File: config.mk
export PLATFORM = sky130hd
export DESIGN_NAME = idex_stage_reg
export DESIGN_NICKNAME = d
export VERILOG_FILES = /design/src/rtl/pipeline_pkg.sv /design/src/rtl/load_use_detect.sv /design/src/rtl/idex_stage_reg.sv
export SDC_FILE = /design/constraint.sdc
export NUM_CORES = 1
export LEC_CHECK = 0
export CORE_MARGIN = 5
export CORE_UTILIZATION = 40
export DETAILED_ROUTE_END_ITERATION = 8
export PLACE_DENSITY_LB_ADDON = 0.1
export SLEW_MARGIN = 20
export SYNTH_ARGS = -nofsm -noshare
export SYNTH_HDL_FRONTEND = slang
export SYNTH_HIERARCHICAL = 1
export SYNTH_SLANG_ARGS = --single-unit
File: constraint.sdc
create_clock -name clk -period 10.7 [get_ports clk]
set_input_delay 2.14 -clock clk [delete_from_list [all_inputs] [get_ports clk]]
set_output_delay 2.14 -clock clk [all_outputs]
set_load 0.03 [all_outputs]
File: src/rtl/pipeline_pkg.sv
`default_nettype none
// +----------------------------------------------------------------------+
// | pipeline_pkg : opcode constants and EX control-bundle layout          |
// | Revision     : 1.0                                                    |
// +----------------------------------------------------------------------+
package pipeline_pkg;

  localparam int OPC_W = 7;
  localparam int REG_W = 5;

  localparam logic [OPC_W-1:0] OP_LOAD  = 7'b0000011;
  localparam logic [OPC_W-1:0] OP_STORE = 7'b0100011;
  localparam logic [OPC_W-1:0] OP_NOP_I = 7'b0010011;

  typedef struct packed {
    logic             valid;
    logic [OPC_W-1:0] opcode;
    logic [REG_W-1:0] rs1;
    logic [REG_W-1:0] rs2;
    logic [REG_W-1:0] rd;
    logic             regwrite;
    logic             memread;
    logic             memwrite;
  } ex_ctrl_t;

  // Bubble encodes addi x0,x0,0 with every side-effect bit cleared.
  localparam ex_ctrl_t EX_CTRL_NOP = '{
    valid: 1'b0, opcode: OP_NOP_I, rs1: '0, rs2: '0, rd: '0,
    regwrite: 1'b0, memread: 1'b0, memwrite: 1'b0
  };

endpackage
`default_nettype wire

File: src/rtl/load_use_detect.sv
`default_nettype none
// +----------------------------------------------------------------------+
// | load_use_detect : flags an ID instruction reading the rd of a load    |
// | Revision        : 1.0                                                 |
// +----------------------------------------------------------------------+
module load_use_detect
  import pipeline_pkg::*;
(
  input  logic             ex_valid_i,
  input  logic             ex_memread_i,
  input  logic [REG_W-1:0] ex_rd_i,
  input  logic             id_valid_i,
  input  logic [REG_W-1:0] id_rs1_i,
  input  logic             id_rs1_used_i,
  input  logic [REG_W-1:0] id_rs2_i,
  input  logic             id_rs2_used_i,
  output logic             load_use_o
);

  logic rs1_hit;
  logic rs2_hit;

  assign rs1_hit = id_rs1_used_i && (id_rs1_i == ex_rd_i);
  assign rs2_hit = id_rs2_used_i && (id_rs2_i == ex_rd_i);

  // x0 never holds a produced value, so a load to x0 cannot create a hazard.
  assign load_use_o = ex_valid_i && ex_memread_i && (ex_rd_i != '0) &&
                      id_valid_i && (rs1_hit || rs2_hit);

endmodule
`default_nettype wire

File: src/rtl/idex_stage_reg.sv
`default_nettype none
// +----------------------------------------------------------------------+
// | idex_stage_reg : ID->EX register with load-use bubble and flush/hold  |
// | Revision       : 1.0                                                  |
// +----------------------------------------------------------------------+
module idex_stage_reg
  import pipeline_pkg::*;
#(
  parameter int XLEN  = 32,
  parameter int CNT_W = 32
) (
  input  logic             clk,
  input  logic             rst,
  input  logic             i_id_valid,
  input  logic [OPC_W-1:0] i_id_opcode,
  input  logic [REG_W-1:0] i_id_rs1,
  input  logic [REG_W-1:0] i_id_rs2,
  input  logic             i_id_rs1_used,
  input  logic             i_id_rs2_used,
  input  logic [REG_W-1:0] i_id_rd,
  input  logic             i_id_regwrite,
  input  logic             i_id_memread,
  input  logic             i_id_memwrite,
  input  logic [XLEN-1:0]  i_id_rs1_data,
  input  logic [XLEN-1:0]  i_id_rs2_data,
  input  logic [XLEN-1:0]  i_id_imm,
  input  logic [XLEN-1:0]  i_id_pc,
  input  logic             i_flush,
  input  logic             i_hold,
  output logic             o_ex_valid,
  output logic [OPC_W-1:0] o_ex_opcode,
  output logic [REG_W-1:0] o_ex_rs1,
  output logic [REG_W-1:0] o_ex_rs2,
  output logic [REG_W-1:0] o_ex_rd,
  output logic             o_ex_regwrite,
  output logic             o_ex_memread,
  output logic             o_ex_memwrite,
  output logic [XLEN-1:0]  o_ex_rs1_data,
  output logic [XLEN-1:0]  o_ex_rs2_data,
  output logic [XLEN-1:0]  o_ex_imm,
  output logic [XLEN-1:0]  o_ex_pc,
  output logic             o_stall_front,
  output logic [CNT_W-1:0] o_bubble_cnt
);

  ex_ctrl_t           ctrl_q,     ctrl_d;
  logic [XLEN-1:0]    rs1_data_q, rs1_data_d;
  logic [XLEN-1:0]    rs2_data_q, rs2_data_d;
  logic [XLEN-1:0]    imm_q,      imm_d;
  logic [XLEN-1:0]    pc_q,       pc_d;
  logic [CNT_W-1:0]   cnt_q,      cnt_d;
  logic               load_use;

  load_use_detect u_load_use_detect (
    .ex_valid_i    (ctrl_q.valid),
    .ex_memread_i  (ctrl_q.memread),
    .ex_rd_i       (ctrl_q.rd),
    .id_valid_i    (i_id_valid),
    .id_rs1_i      (i_id_rs1),
    .id_rs1_used_i (i_id_rs1_used),
    .id_rs2_i      (i_id_rs2),
    .id_rs2_used_i (i_id_rs2_used),
    .load_use_o    (load_use)
  );

  assign o_stall_front = (load_use && !i_flush) || i_hold;

  always_comb begin
    ctrl_d     = ctrl_q;
    rs1_data_d = rs1_data_q;
    rs2_data_d = rs2_data_q;
    imm_d      = imm_q;
    pc_d       = pc_q;
    cnt_d      = cnt_q;
    if (i_hold) begin
      // whole pipe frozen; hazard is re-evaluated once the hold lifts
    end else if (i_flush || load_use) begin
      ctrl_d     = EX_CTRL_NOP;
      rs1_data_d = '0;
      rs2_data_d = '0;
      imm_d      = '0;
      pc_d       = '0;
      if (!i_flush && (cnt_q != '1)) cnt_d = cnt_q + 1'b1;
    end else begin
      ctrl_d.valid    = i_id_valid;
      ctrl_d.opcode   = i_id_opcode;
      ctrl_d.rs1      = i_id_rs1;
      ctrl_d.rs2      = i_id_rs2;
      ctrl_d.rd       = i_id_valid ? i_id_rd : '0;
      ctrl_d.regwrite = i_id_valid && i_id_regwrite;
      ctrl_d.memread  = i_id_valid && i_id_memread;
      ctrl_d.memwrite = i_id_valid && i_id_memwrite;
      rs1_data_d      = i_id_rs1_data;
      rs2_data_d      = i_id_rs2_data;
      imm_d           = i_id_imm;
      pc_d            = i_id_pc;
    end
  end

  always_ff @(posedge clk or posedge rst) begin
    if (rst) begin
      ctrl_q     <= '0;
      rs1_data_q <= '0;
      rs2_data_q <= '0;
      imm_q      <= '0;
      pc_q       <= '0;
      cnt_q      <= '0;
    end else begin
      ctrl_q     <= ctrl_d;
      rs1_data_q <= rs1_data_d;
      rs2_data_q <= rs2_data_d;
      imm_q      <= imm_d;
      pc_q       <= pc_d;
      cnt_q      <= cnt_d;
    end
  end

  assign o_ex_valid    = ctrl_q.valid;
  assign o_ex_opcode   = ctrl_q.opcode;
  assign o_ex_rs1      = ctrl_q.rs1;
  assign o_ex_rs2      = ctrl_q.rs2;
  assign o_ex_rd       = ctrl_q.rd;
  assign o_ex_regwrite = ctrl_q.regwrite;
  assign o_ex_memread  = ctrl_q.memread;
  assign o_ex_memwrite = ctrl_q.memwrite;
  assign o_ex_rs1_data = rs1_data_q;
  assign o_ex_rs2_data = rs2_data_q;
  assign o_ex_imm      = imm_q;
  assign o_ex_pc       = pc_q;
  assign o_bubble_cnt  = cnt_q;

endmodule
`default_nettype wire

## Yosys cells after proc, flatten, opt, wreduce, memory -nomap -nowiden

Index checks and enable logic that the tools add are counted.

| operators by class | value |
|---|---|
| $add $sub $neg | 1 |
| multipliers | 0 |
| div/mod/pow operators | 0 |
| magnitude comparators | 0 |
| equality and inequality tests | 3 |
| shifts and indexed selects | 0 |
| multiplexer cells | 6 |
| bitwise operators | 1 |
| reductions and logical operators | 17 |

Operators by type and width:

| operator | number |
|---|---|
| $mux W32 | 4 |
| $add A32 B1 Y32 const B | 1 |
| $ne A32 B32 Y1 const B | 1 |
| $mux W26 | 1 |
| $logic_and A1 B1 Y1 | 11 |
| $eq A5 B5 Y1 | 2 |
| $mux W5 | 1 |
| $reduce_bool A5 Y1 | 1 |
| $logic_or A1 B1 Y1 | 3 |
| $reduce_and A3 Y1 | 1 |
| $logic_not A1 Y1 | 1 |
| $not A1 Y1 | 1 |

| word-level totals | value |
|---|---|
| register bits after elaboration | 186 |
| latch bits | 0 |
| bits in writable memories | 0 |
| bits in read-only memories | 0 |
| bits of input ports | 160 |
| output and inout bits | 187 |
| memories kept | 0 |

## Depth between registers and ports, before layout

Gate-level depths: netlist of run 1.

| depth | value |
|---|---|
| depth after elaboration | 6 |
| depth in mapped cells | 8 |
| depth with buffers taken out | 8 |

## Hierarchy

The synthesis of run 1 kept the hierarchy.

Modules (own cells, without submodules):

| module | times used | cells each | area an instance (um2) | sequential area each (um2) |
|---|---|---|---|---|
| idex_stage_reg | 1 | 504 | 7025.5 | 4654.5 |
| load_use_detect | 1 | 17 | 131.4 | 0.0 |

## Worst setup path before layout of run 1

No wires, ideal clock.

| path | value |
|---|---|
| path type | in2out |
| from | input port i_id_rs1[2] |
| to | output port o_stall_front |
| arrival time | 3.224 ns |
| slack | 5.336 ns |
| cell stages on the path | 5 |
| buffers on the path | 0 |
| cells stage by stage | xor2_1 > nor4_1 > nand3_1 > a21oi_1 > a21o_1 |

| between the ends | value |
|---|---|
| longest elaborated chain between the ends | 6 |

Ends and longest elaborated chain:

| item | line | RTL |
|---|---|---|
| start, declared | idex_stage_reg.sv:16 | `input logic [REG_W-1:0] i_id_rs1,` |
| $eq A5 B5 Y1 | load_use_detect.sv:23 | `assign rs1_hit = id_rs1_used_i && (id_rs1_i == ex_rd_i);` |
| $logic_and A1 B1 Y1 | load_use_detect.sv:23 |  |
| $logic_or A1 B1 Y1 | load_use_detect.sv:28 | `id_valid_i && (rs1_hit \|\| rs2_hit);` |
| $logic_and A1 B1 Y1 | load_use_detect.sv:28 |  |
| net load_use | idex_stage_reg.sv:52 | `logic load_use;` |
| $logic_and A1 B1 Y1 | idex_stage_reg.sv:66 | `assign o_stall_front = (load_use && !i_flush) \|\| i_hold;` |
| $logic_or A1 B1 Y1 | idex_stage_reg.sv:66 |  |
| end, declared | idex_stage_reg.sv:42 | `output logic o_stall_front,` |

The timed path passes the listed nets, and every way through them passes these cells.

## Worst setup path in the final report of run 1

| path | value |
|---|---|
| from | input port i_id_rs2[2] |
| to | output port o_stall_front |

| between the ends | value |
|---|---|
| longest elaborated chain between the ends | 6 |

Ends and longest elaborated chain:

| item | line | RTL |
|---|---|---|
| start, declared | idex_stage_reg.sv:17 | `input logic [REG_W-1:0] i_id_rs2,` |
| $eq A5 B5 Y1 | load_use_detect.sv:24 | `assign rs2_hit = id_rs2_used_i && (id_rs2_i == ex_rd_i);` |
| $logic_and A1 B1 Y1 | load_use_detect.sv:24 |  |
| $logic_or A1 B1 Y1 | load_use_detect.sv:28 |  |
| $logic_and A1 B1 Y1 | load_use_detect.sv:28 |  |
| net load_use | idex_stage_reg.sv:52 |  |
| $logic_and A1 B1 Y1 | idex_stage_reg.sv:66 |  |
| $logic_or A1 B1 Y1 | idex_stage_reg.sv:66 |  |

The timed path passes the listed nets, and every way through them passes these cells.

==> flow_metrics.py, run 1 <==
metrics = {
    "timing": {
        "max_freq_ghz": 0.151,
        "setup_tns_ns": 0,
        "rsz0062_at_grt": "false",
        "layout_setup_ws_ns": 4.06,
        "hold_ws_ns": 0.502,
        "worstMarginPinSlew_ns": 1.08,
        "timing.final.crit_period_ns": 6.64,
        "hold_viol_final": 0,
        "slew_violations": 0,
        "finalSetupViolCount": 0,
        "max_slew_margin_pct": 27.9,
        "period_share_pct": 62.1,
        "finClkSkew_ns": 0.0123,
    },
    "placement": {
        "io_buffer_count": 346,
        "place_congestion": 0.852,
        "hpwl_um": 17000,
        "dp_cells": 1064,
        "place_ws_ns": 4.07,
    },
    "setup_path": {
        "r2r-end": "o_ex_rd[4]",
        "cpMostUsedCell": "clkdlybuf4s50_1",
        "reg2reg_depth": 8,
        "cp.arrival_ns": 4.50,
        "crit_path_cell_trace": "clkdlybuf4s50_1 -> xor2_1 -> nor4_1 -> nand3_1 -> a21oi_1 -> a21o_1 -> clkdlybuf4s50_1",
        "required_ns": 8.56,
        "cp-end-kind": "output port",
        "cp_max_fo": 5,
        "slowest_stage": "clkdlybuf4s50_1",
        "r2r_slack_ns": 7.09,
        "start_kind": "input pin",
        "crit_buf_inv": 2,
        "reg2reg_from": "o_ex_rd[2]",
        "crit_family": "buffers and inverters",
        "worstSetupPathType": "input pin to output port",
        "crit_path_max_incr_delay_ns": 0.67,
    },
    "min_path": {
        "min_to": "o_bubble_cnt[19]",
        "hold_depth": 1,
        "hp-class": "flop to flop",
        "hold_start": "o_bubble_cnt[19]",
    },
    "finish": {
        "fillers": 1373,
        "ff_latch_area_um2": 4650,
        "area_growth_pct": 59.3,
        "final_common_cell": "clkdlybuf4s50_1",
        "multi_input_area_um2": 2320,
        "n_antenna_cell": 0,
        "utilization_pct": 64.1,
        "instances_no_fill": 1096,
        "layout.nets": 1015,
        "drive_above_1_share_pct": 5.65,
        "final_cell_mix": "clkdlybuf4s50_1 (345), dfrtp_1 (186), a22o_1 (150)",
    },
    "yosys": {
        "seq_area_frac_synth_pct": 65.0,
        "synth_seq_cells": 186,
        "yosys_warnings": 6,
        "synth_cells": 521,
        "netlist_area_um2": 7160,
        "synth_edf_count": 0,
        "async_flop_share_pct": 100,
        "synth_cell_types": 38,
        "syn_area_per_cell_um2": 13.7,
        "synthFlopType": "dfrtp_1",
        "syn-num-nets": 682,
    },
    "floorplanning": {
        "ios": 347,
        "die_w_um": 144,
        "start_util_pct": 40.3,
        "core_area_um2": 17800,
        "dieArea_um2": 20700,
        "die_h_um": 144,
        "num_rows": 49,
    },
    "cts": {
        "ctsHtreeMaxLevel": 4,
        "cts_sinks": 186,
        "root_buffer": "clkbuf_16",
        "ctsResizeCount": 0,
        "holdBufCountCts": 0,
        "clk_pin_slew_ns": 0.06,
        "cts_tree": "yes",
        "cts_made_buffers": 17,
        "postCtsSetupBuffers": 0,
        "clk_latency_ns": 0.42,
        "clockBufferDepth": 2,
    },
    "power": {
        "power_density_nw_per_um2": 154,
        "power.leakage_nw": 5.02,
        "irDropWorstVdd_mv": 0.140,
    },
    "drt": {
        "dr.first_iter.drc_count": 230,
        "firstDrtPassIters": 4,
        "routed_wl_um": 23200,
        "vias": 5742,
        "drc_errors": 0,
        "vias_per_cell": 5.24,
        "wl_per_cell_um": 21.2,
        "ant_nets": 0,
    },
    "grt": {
        "first_global_vias": 6135,
        "overflow": 0,
        "antenna_found_initial": 0,
        "grt_pass1_wl_um": 35300,
        "grt_max_degree": 105,
        "track_usage_pct": 22.2,
    },
    "flow_run": {
        "cap_violations": 0,
    },
    "outcome": {
        "status": "finished clean",
    },
}
-- metrics by stage --
step | power, mW | instance area, µm²
after floorplan | 0.944 | 7160
after global placement | 1.12 | 10800
after detailed placement | 1.12 | 10800
after CTS | 1.78 | 11400
after global routing | 1.82 | 11400
final | 1.76 | 11400
-- how the worst max path moves through the flow --
stage / start / end / cells past startpoint
global placement: i_id_rs1[2] / o_stall_front / 7
finish: i_id_rs2[2] / o_stall_front / 7
floorplan: rst / o_bubble_cnt[0] / 1
CTS: i_id_rs2[2] / o_stall_front / 7
global route: i_id_rs2[2] / o_stall_front / 7
detailed placement: i_id_rs2[2] / o_stall_front / 7
-- where the power goes --
part           internal (mW)  leakage, nW  switching, mW
Clock                  0.378        0.296          0.270
Sequential             0.747         2.44         0.0277
Combinational          0.161         2.28          0.172
-- sequential cells by signal, summed over array words and instances (netlist names) --
register / count
o_ex_imm: 32
o_bubble_cnt: 32
o_ex_opcode: 7
o_ex_rs1_data: 32
o_ex_regwrite: 1
o_ex_memwrite: 1
o_ex_rs1: 5
o_ex_pc: 32
o_ex_rs2_data: 32
o_ex_valid: 1
o_ex_rs2: 5
o_ex_memread: 1
o_ex_rd: 5
-- kinds of logic (layout without fill, tap and decap cells) --
group,count (synthesis),count (layout),synth area share (%)
DFF,186,186,65.0
AOI/OAI and AO/OA,160,160,19.3
and+or+nand+nor,88,88,7.75
buffers and inverters,45,391,2.66
xor gates and xnor gates,39,39,4.77
muxes,2,2,0.315
adders and majority gates,1,1,0.175
-- synthesized netlist by cell type (all sizes together) (6+ instances only) --
master | n | area [µm²]
a22o | 150 | 1310
and3 | 6 | 37.5
buf | 10 | 58.8
clkbuf | 26 | 97.6
dfrtp | 186 | 4650
inv | 9 | 33.8
nand2 | 10 | 37.5
nand3 | 15 | 85.1
nand4 | 21 | 165
nor2 | 10 | 40.0
nor3 | 11 | 71.3
nor4 | 6 | 50.0
xnor2 | 26 | 228
xor2 | 13 | 114
-- layout make-up --
cell class	instances	area share [%]
sequential	186	40.8
tap	229	2.51
clock buffer	20	3.92
clock inverter	12	1.40
timing repair buffer	350	30.7
inverter	9	0.340
multi-input combinational	290	20.3
-- layer usage --
metal | global-route usage, % | part of all wire, %
met5 | 0 | 0
met4 | 9.32 | 3.5
met3 | 7.79 | 9.6
met2 | 37.0 | 48
met1 | 26.2 | 39
No activity file was read; power rests on OpenSTA's default activity.
==> run 2, diff against run 1 <==
Settings changed: CORE_UTILIZATION 40 to 37.
Clock period 10.7 ns to 6.1 ns, I/O delays scaled along.
==> run 2 against run 1 <==
Compared with the run above: clock-buffer cell count stayed put; clock skew down 0.00056 ns; utilization shrank 3.5 points; routed wire length grew 2.6%; final cell count is 3.0% higher; sequential share of layout area decreased by 0.18 points; combinational power increased by 77%.
==> flow_metrics.py, run 2 (synthesized netlist as in run 1, its figures left out) <==
metrics = {
    "timing": {
        "worstMarginPinSlew_ns": 1.02,
        "rsz0062_at_grt": "false",
        "hold_viol_final": 0,
        "period_share_pct": 78.5,
        "finClkSkew_ns": 0.0117,
        "max_freq_ghz": 0.209,
        "timing.final.crit_period_ns": 4.79,
        "setup_tns_ns": 0,
        "hold_ws_ns": 0.505,
        "max_slew_margin_pct": 31.8,
        "finalSetupViolCount": 0,
        "layout_setup_ws_ns": 1.31,
        "slew_violations": 0,
    },
    "power": {
        "irDropWorstVdd_mv": 0.192,
        "power.leakage_nw": 5.03,
        "power_density_nw_per_um2": 268,
    },
    "setup_path": {
        "required_ns": 4.88,
        "reg2reg_depth": 8,
        "cp.arrival_ns": 3.57,
        "r2r-end": "o_bubble_cnt[31]",
        "r2r_slack_ns": 3.16,
        "cp_max_fo": 5,
        "reg2reg_from": "o_ex_rd[2]",
        "start_kind": "input pin",
        "cp-end-kind": "output port",
        "worstSetupPathType": "input pin to output port",
    },
    "drt": {
        "vias": 5826,
        "dr.first_iter.drc_count": 191,
        "drc_errors": 0,
        "routed_wl_um": 23800,
        "ant_nets": 0,
        "firstDrtPassIters": 5,
        "vias_per_cell": 5.16,
        "wl_per_cell_um": 21.1,
    },
    "floorplanning": {
        "die_w_um": 149,
        "num_rows": 50,
        "die_h_um": 149,
        "core_area_um2": 18900,
        "start_util_pct": 37.9,
        "ios": 347,
        "dieArea_um2": 22200,
    },
    "grt": {
        "first_global_vias": 6379,
        "track_usage_pct": 21.2,
        "overflow": 0,
        "grtUsageMet2_pct": 35.4,
        "antenna_found_initial": 1,
        "grt_pass1_wl_um": 36600,
        "grt_util_met1_pct": 24.4,
        "busiest_layer": "met2",
        "grt_max_degree": 165,
        "met3_usage_pct": 8.78,
    },
    "finish": {
        "multi_input_area_um2": 2320,
        "final_common_cell": "clkdlybuf4s50_1",
        "final_cell_mix": "clkdlybuf4s50_1 (345), dfrtp_1 (186), a22o_1 (150)",
        "layout.nets": 1016,
        "instances_no_fill": 1129,
        "utilization_pct": 60.6,
        "fillers": 1532,
        "drive_above_1_share_pct": 5.99,
        "area_growth_pct": 60.0,
        "ff_latch_area_um2": 4650,
    },
    "placement": {
        "place_ws_ns": 1.30,
        "place_congestion": 0.830,
        "hpwl_um": 17500,
        "dp_cells": 1096,
        "io_buffer_count": 346,
    },
    "cts": {
        "root_buffer": "clkbuf_16",
        "cts_made_buffers": 17,
        "ctsResizeCount": 0,
        "clk_pin_slew_ns": 0.06,
        "cts_sinks": 186,
        "cts_tree": "yes",
        "clk_latency_ns": 0.43,
        "ctsHtreeMaxLevel": 4,
        "postCtsSetupBuffers": 0,
        "clockBufferDepth": 2,
        "holdBufCountCts": 0,
    },
    "flow_run": {
        "cap_violations": 0,
    },
    "min_path": {
        "hold_start": "o_bubble_cnt[27]",
        "hp-class": "flop to flop",
        "min_to": "o_bubble_cnt[27]",
        "hold_depth": 1,
    },
    "outcome": {
        "status": "finished clean",
    },
}
## run 2: changes by cell type in the layout (fill, tap and decap cells not counted), sizes merged
cell      delta
buf          +1
bufinv       -1
clkinv       +1
clkinvlp     +1
diode        +1
inv          -1
## run 2: power by group
part / switching [mW] / internal [mW]
logic: 0.305 / 0.284
clock network: 0.479 / 0.641
registers: 0.0482 / 1.31
total: 0.833 / 2.24
## run 2: area by class of cell
class | count | area share, %
inverter | 9 | 0.328
sequential | 186 | 40.6
clock buffer | 20 | 4.08
clock inverter | 12 | 1.18
timing repair buffer | 351 | 30.7
multi-input combinational | 290 | 20.2
tap | 260 | 2.84
antenna | 1 | 0.0219
## run 2: through the flow
| step | power (mW) | area, µm² |
|---|---|---|
| 3_3_place_gp | 1.97 | 10800 |
| 4_1_cts | 3.11 | 11400 |
| 2_1_floorplan | 1.66 | 7160 |
| 3_5_place_dp | 1.98 | 10800 |
| 6_report | 3.07 | 11500 |
| 5_1_grt | 3.19 | 11500 |
## run 2: worst max-delay path by stage
| stage | from | endpoint | slack [ns] | cells past startpoint |
|---|---|---|---|---|
| finish | i_id_rs1[2] | o_stall_front | 1.31 | 7 |
| global route | i_id_rs1[2] | o_stall_front | 1.15 | 7 |
| CTS | i_id_rs1[2] | o_stall_front | 1.29 | 7 |
| detailed placement | i_id_rs1[2] | o_stall_front | 1.30 | 7 |
| global placement | i_id_rs1[2] | o_stall_front | 1.28 | 7 |
| floorplan | rst | o_bubble_cnt[0] | 2.49 | 1 |
## run 2: metal layers
layer	wire length [µm]	part of all wire, %	up-vias
met1	9280	39	2914
li1	-	-	2630
met5	0	0	-
met4	604	2.5	0
met3	2350	9.9	36
met2	11600	49	246
## run 2: critical path: stages
cell and delay (ns):
clkdlybuf4s50_1 0.44, xor2_1 0.15, nor4_1 0.29, nand3_1 0.13, a21oi_1 0.47, a21o_1 0.19, clkdlybuf4s50_1 0.67
==> variant, RTL diff (settings of run 2) <==
Change the parameter `XLEN` from 32 to 16.
--- a/src/rtl/idex_stage_reg.sv
+++ b/src/rtl/idex_stage_reg.sv
@@ -7,5 +7,5 @@
   import pipeline_pkg::*;
 #(
-  parameter int XLEN  = 32,
+  parameter int XLEN  = 16,
   parameter int CNT_W = 32
 ) (
Ports: changed (8 resized); port bits go from 347 to 219. The function was not compared with the original's and may differ.
==> variant against run 2 <==
Power is 25% lower; worst hold slack worse by 0.017 ns; routed wire length is 40% lower; synthesized area is 31% lower; cell count is 30% lower; sequential power is 35% lower; critical endpoint unchanged; synthesized cell count is 27% lower; setup slack better by 0.042 ns; count of clock-buffer cells in the layout is 1 lower; cell area is 31% lower; sequential cell count is 64 lower; non-clock buffer count is 129 lower.
==> variant: results (changes against run 2) <==
{| class="wikitable"
! Metric !! Value
|-
| Result of the run || complete, no violations
|-
| Sink Count || 122 (-34%)
|-
| Leakage power total || 3.47 nW (-31%)
|-
| Largest voltage drop on the vdd net || 0.000160 V (-16%)
|-
| Setup Fix Bufs, Post-CTS || 0 (unchanged)
|-
| CTS tree || built
|-
| Most used flip-flop cell after synthesis || dfrtp_1
|-
| Number of clock buffers inserted by TritonCTS || 17 (unchanged)
|-
| H-tree Lvls || 4 (unchanged)
|-
| Placer Congestion || 0.808 (-2.7%)
|-
| Clock Skew || 0.00995 ns (-0.00175 ns)
|-
| Clock latency at the later pin of the worst-skew pair || 0.41 ns (-0.02 ns)
|-
| Count of antenna diodes in the layout || 0 (-1)
|-
| Fraction of registers with async set/reset || 100% (unchanged)
|-
| Number of buffers inserted by port buffering || 218 (-37%)
|-
| Max-Cap Viols || 0 (unchanged)
|-
| Number of antenna violations at the first check in global routing || 0 (-1)
|-
| Via Count || 4008 (-31%)
|-
| Clock root buffer master || clkbuf_16
|-
| Pin slew with the least headroom to its limit || 0.773 ns (-0.250 ns)
|-
| Top cells by instance count after synthesis || dfrtp_1 (122), a22o_1 (86), xnor2_1 (24)
|-
| GRT Overall Usage || 18.2% (-2.9 points)
|-
| Syn. warnings || 6 (unchanged)
|-
| Slowest stage delay, CP || 0.69 ns (+0.02 ns)
|-
| Maximum fanout encountered on the critical timing path || 4 (-1)
|-
| Post-Synthesis Net Count || 476 (-30%)
|-
| Global-route wire length before repair || 23.0 mm (-37%)
|-
| Yosys cell types || 36 (-5.3%)
|-
| Sequential cell area fraction in the yosys report || 62.2% (-2.8 points)
|-
| DRC violation total after the first TritonRoute iteration || 215 (+13%)
|-
| Fraction of final layout cells with drive strength greater than 1 || 7.70% (+1.7 points)
|-
| Number of nets at the end of the flow || 694 (-32%)
|-
| Detailed Routing Iterations Pass 1 || 4 (-1)
|-
| Routed wire per std cell || 18.0 um (-14%)
|-
| Hold crit path type || flop to flop
|-
| Vias in the first global route || 4203 (-34%)
|-
| Clock-pin slew on the worst setup and hold paths || 0.05 ns
|-
| CP max-delay cell || clkdlybuf4s50_1
|-
| Maximum root-to-sink buffer count || 2 (unchanged)
|-
| Resize count post-CTS || 0 (unchanged)
|-
| Cell family with most CP delay || buffers and inverters
|-
| Post-place setup slack || 1.44 ns (+0.142 ns)
|-
| Flip-flop count of the largest register, all copies and words added || 32
|-
| DP Wirelength || 10.1 mm (-43%)
|-
| Leading cell types by total area after synthesis || dfrtp_1 (62%), a22o_1 (15%), xnor2_1 (4.3%)
|-
| Largest net degree at the start of global routing || 88 (-47%)
|}
[variant: changes by cell type in the layout (fill, tap and decap cells not counted), moves of 3 or more]
cell,run 2,this run
dfrtp_1,186,122
nor3b_1,0,4
nand2_1,10,15
clkdlybuf4s50_1,345,217
clkinv_2,3,0
xor2_1,13,16
clkinvlp_4,2,5
inv_1,8,5
a22o_1,150,86
nor3_1,9,2
[variant: final timing paths]
path                       cells after the start                 to             from  slack [ns]
max reg2reg                                   10   o_bubble_cnt[30]       o_ex_rd[3]        2.78
min                                            1    o_bubble_cnt[7]  o_bubble_cnt[7]        0.49
min in group asynchronous                      2   o_bubble_cnt[13]              rst        1.34
max in group asynchronous                      3  o_ex_rs1_data[11]              rst        3.77
min reg2reg                                    1    o_bubble_cnt[7]  o_bubble_cnt[7]        0.49
max                                            7      o_stall_front      i_id_rs2[2]        1.35
[variant: worst reg2reg max path, stage by stage (launching register included)]
cell	delay, ns
dfrtp_1	0.46
xor2_1	0.20
nor4_1	0.31
nand3_1	0.13
a21oi_1	0.38
nor3b_2	0.26
buf_4	0.24
nand4_1	0.31
nor4_2	0.58
nand4_1	0.19
xnor2_1	0.15
[variant: final cells by class]
type	instances	area, um2
multi-input cells	228	1750
clock buffers	19	453
flip-flops and latches	122	3050
repair buffers	222	2210
well taps	176	220
clock inverters	13	193
fillers	1082	5230
inverters	6	27.5
[variant: routing by layer]
| metal | global-route usage, % | vias up | part of all wire (%) |
|---|---|---|---|
| li1 | - | 1856 | - |
| met1 | 24.2 | 1958 | 44 |
| met2 | 27.2 | 179 | 45 |
| met3 | 6.99 | 15 | 8.3 |
| met4 | 6.95 | 0 | 1.8 |
| met5 | 0 | - | 0 |
[variant: cells by family (layout without fill, tap and decap cells)]
group / Yosys count / after routing / share of synthesized area (%)
adders and majority gates: 1 / 1 / 0.255
xor gates and xnor gates: 40 / 40 / 7.14
AOI/OAI and AO/OA: 96 / 96 / 16.6
DFF: 122 / 122 / 62.2
buffers and inverters: 29 / 260 / 2.29
and+or+nand+nor: 89 / 89 / 11.0
muxes: 2 / 2 / 0.459
[variant: where the power goes]
group	switching, mW	total (mW)	internal (mW)
registers	0.0289	0.884	0.855
clock network	0.362	1.07	0.708
logic	0.176	0.343	0.167
[variant: metrics by stage]
stage	hold WS (ns)	std cells	utilization [%]	cell area [um2]	power, mW
2_1_floorplan	0.653	379	-	4910	1.06
3_3_place_gp	0.480	754	55.2	7250	1.24
3_5_place_dp	0.481	754	55.2	7250	1.24
4_1_cts	0.493	786	60.1	7900	2.32
5_1_grt	0.517	786	60.2	7910	2.38
6_report	0.488	786	60.2	7910	2.30
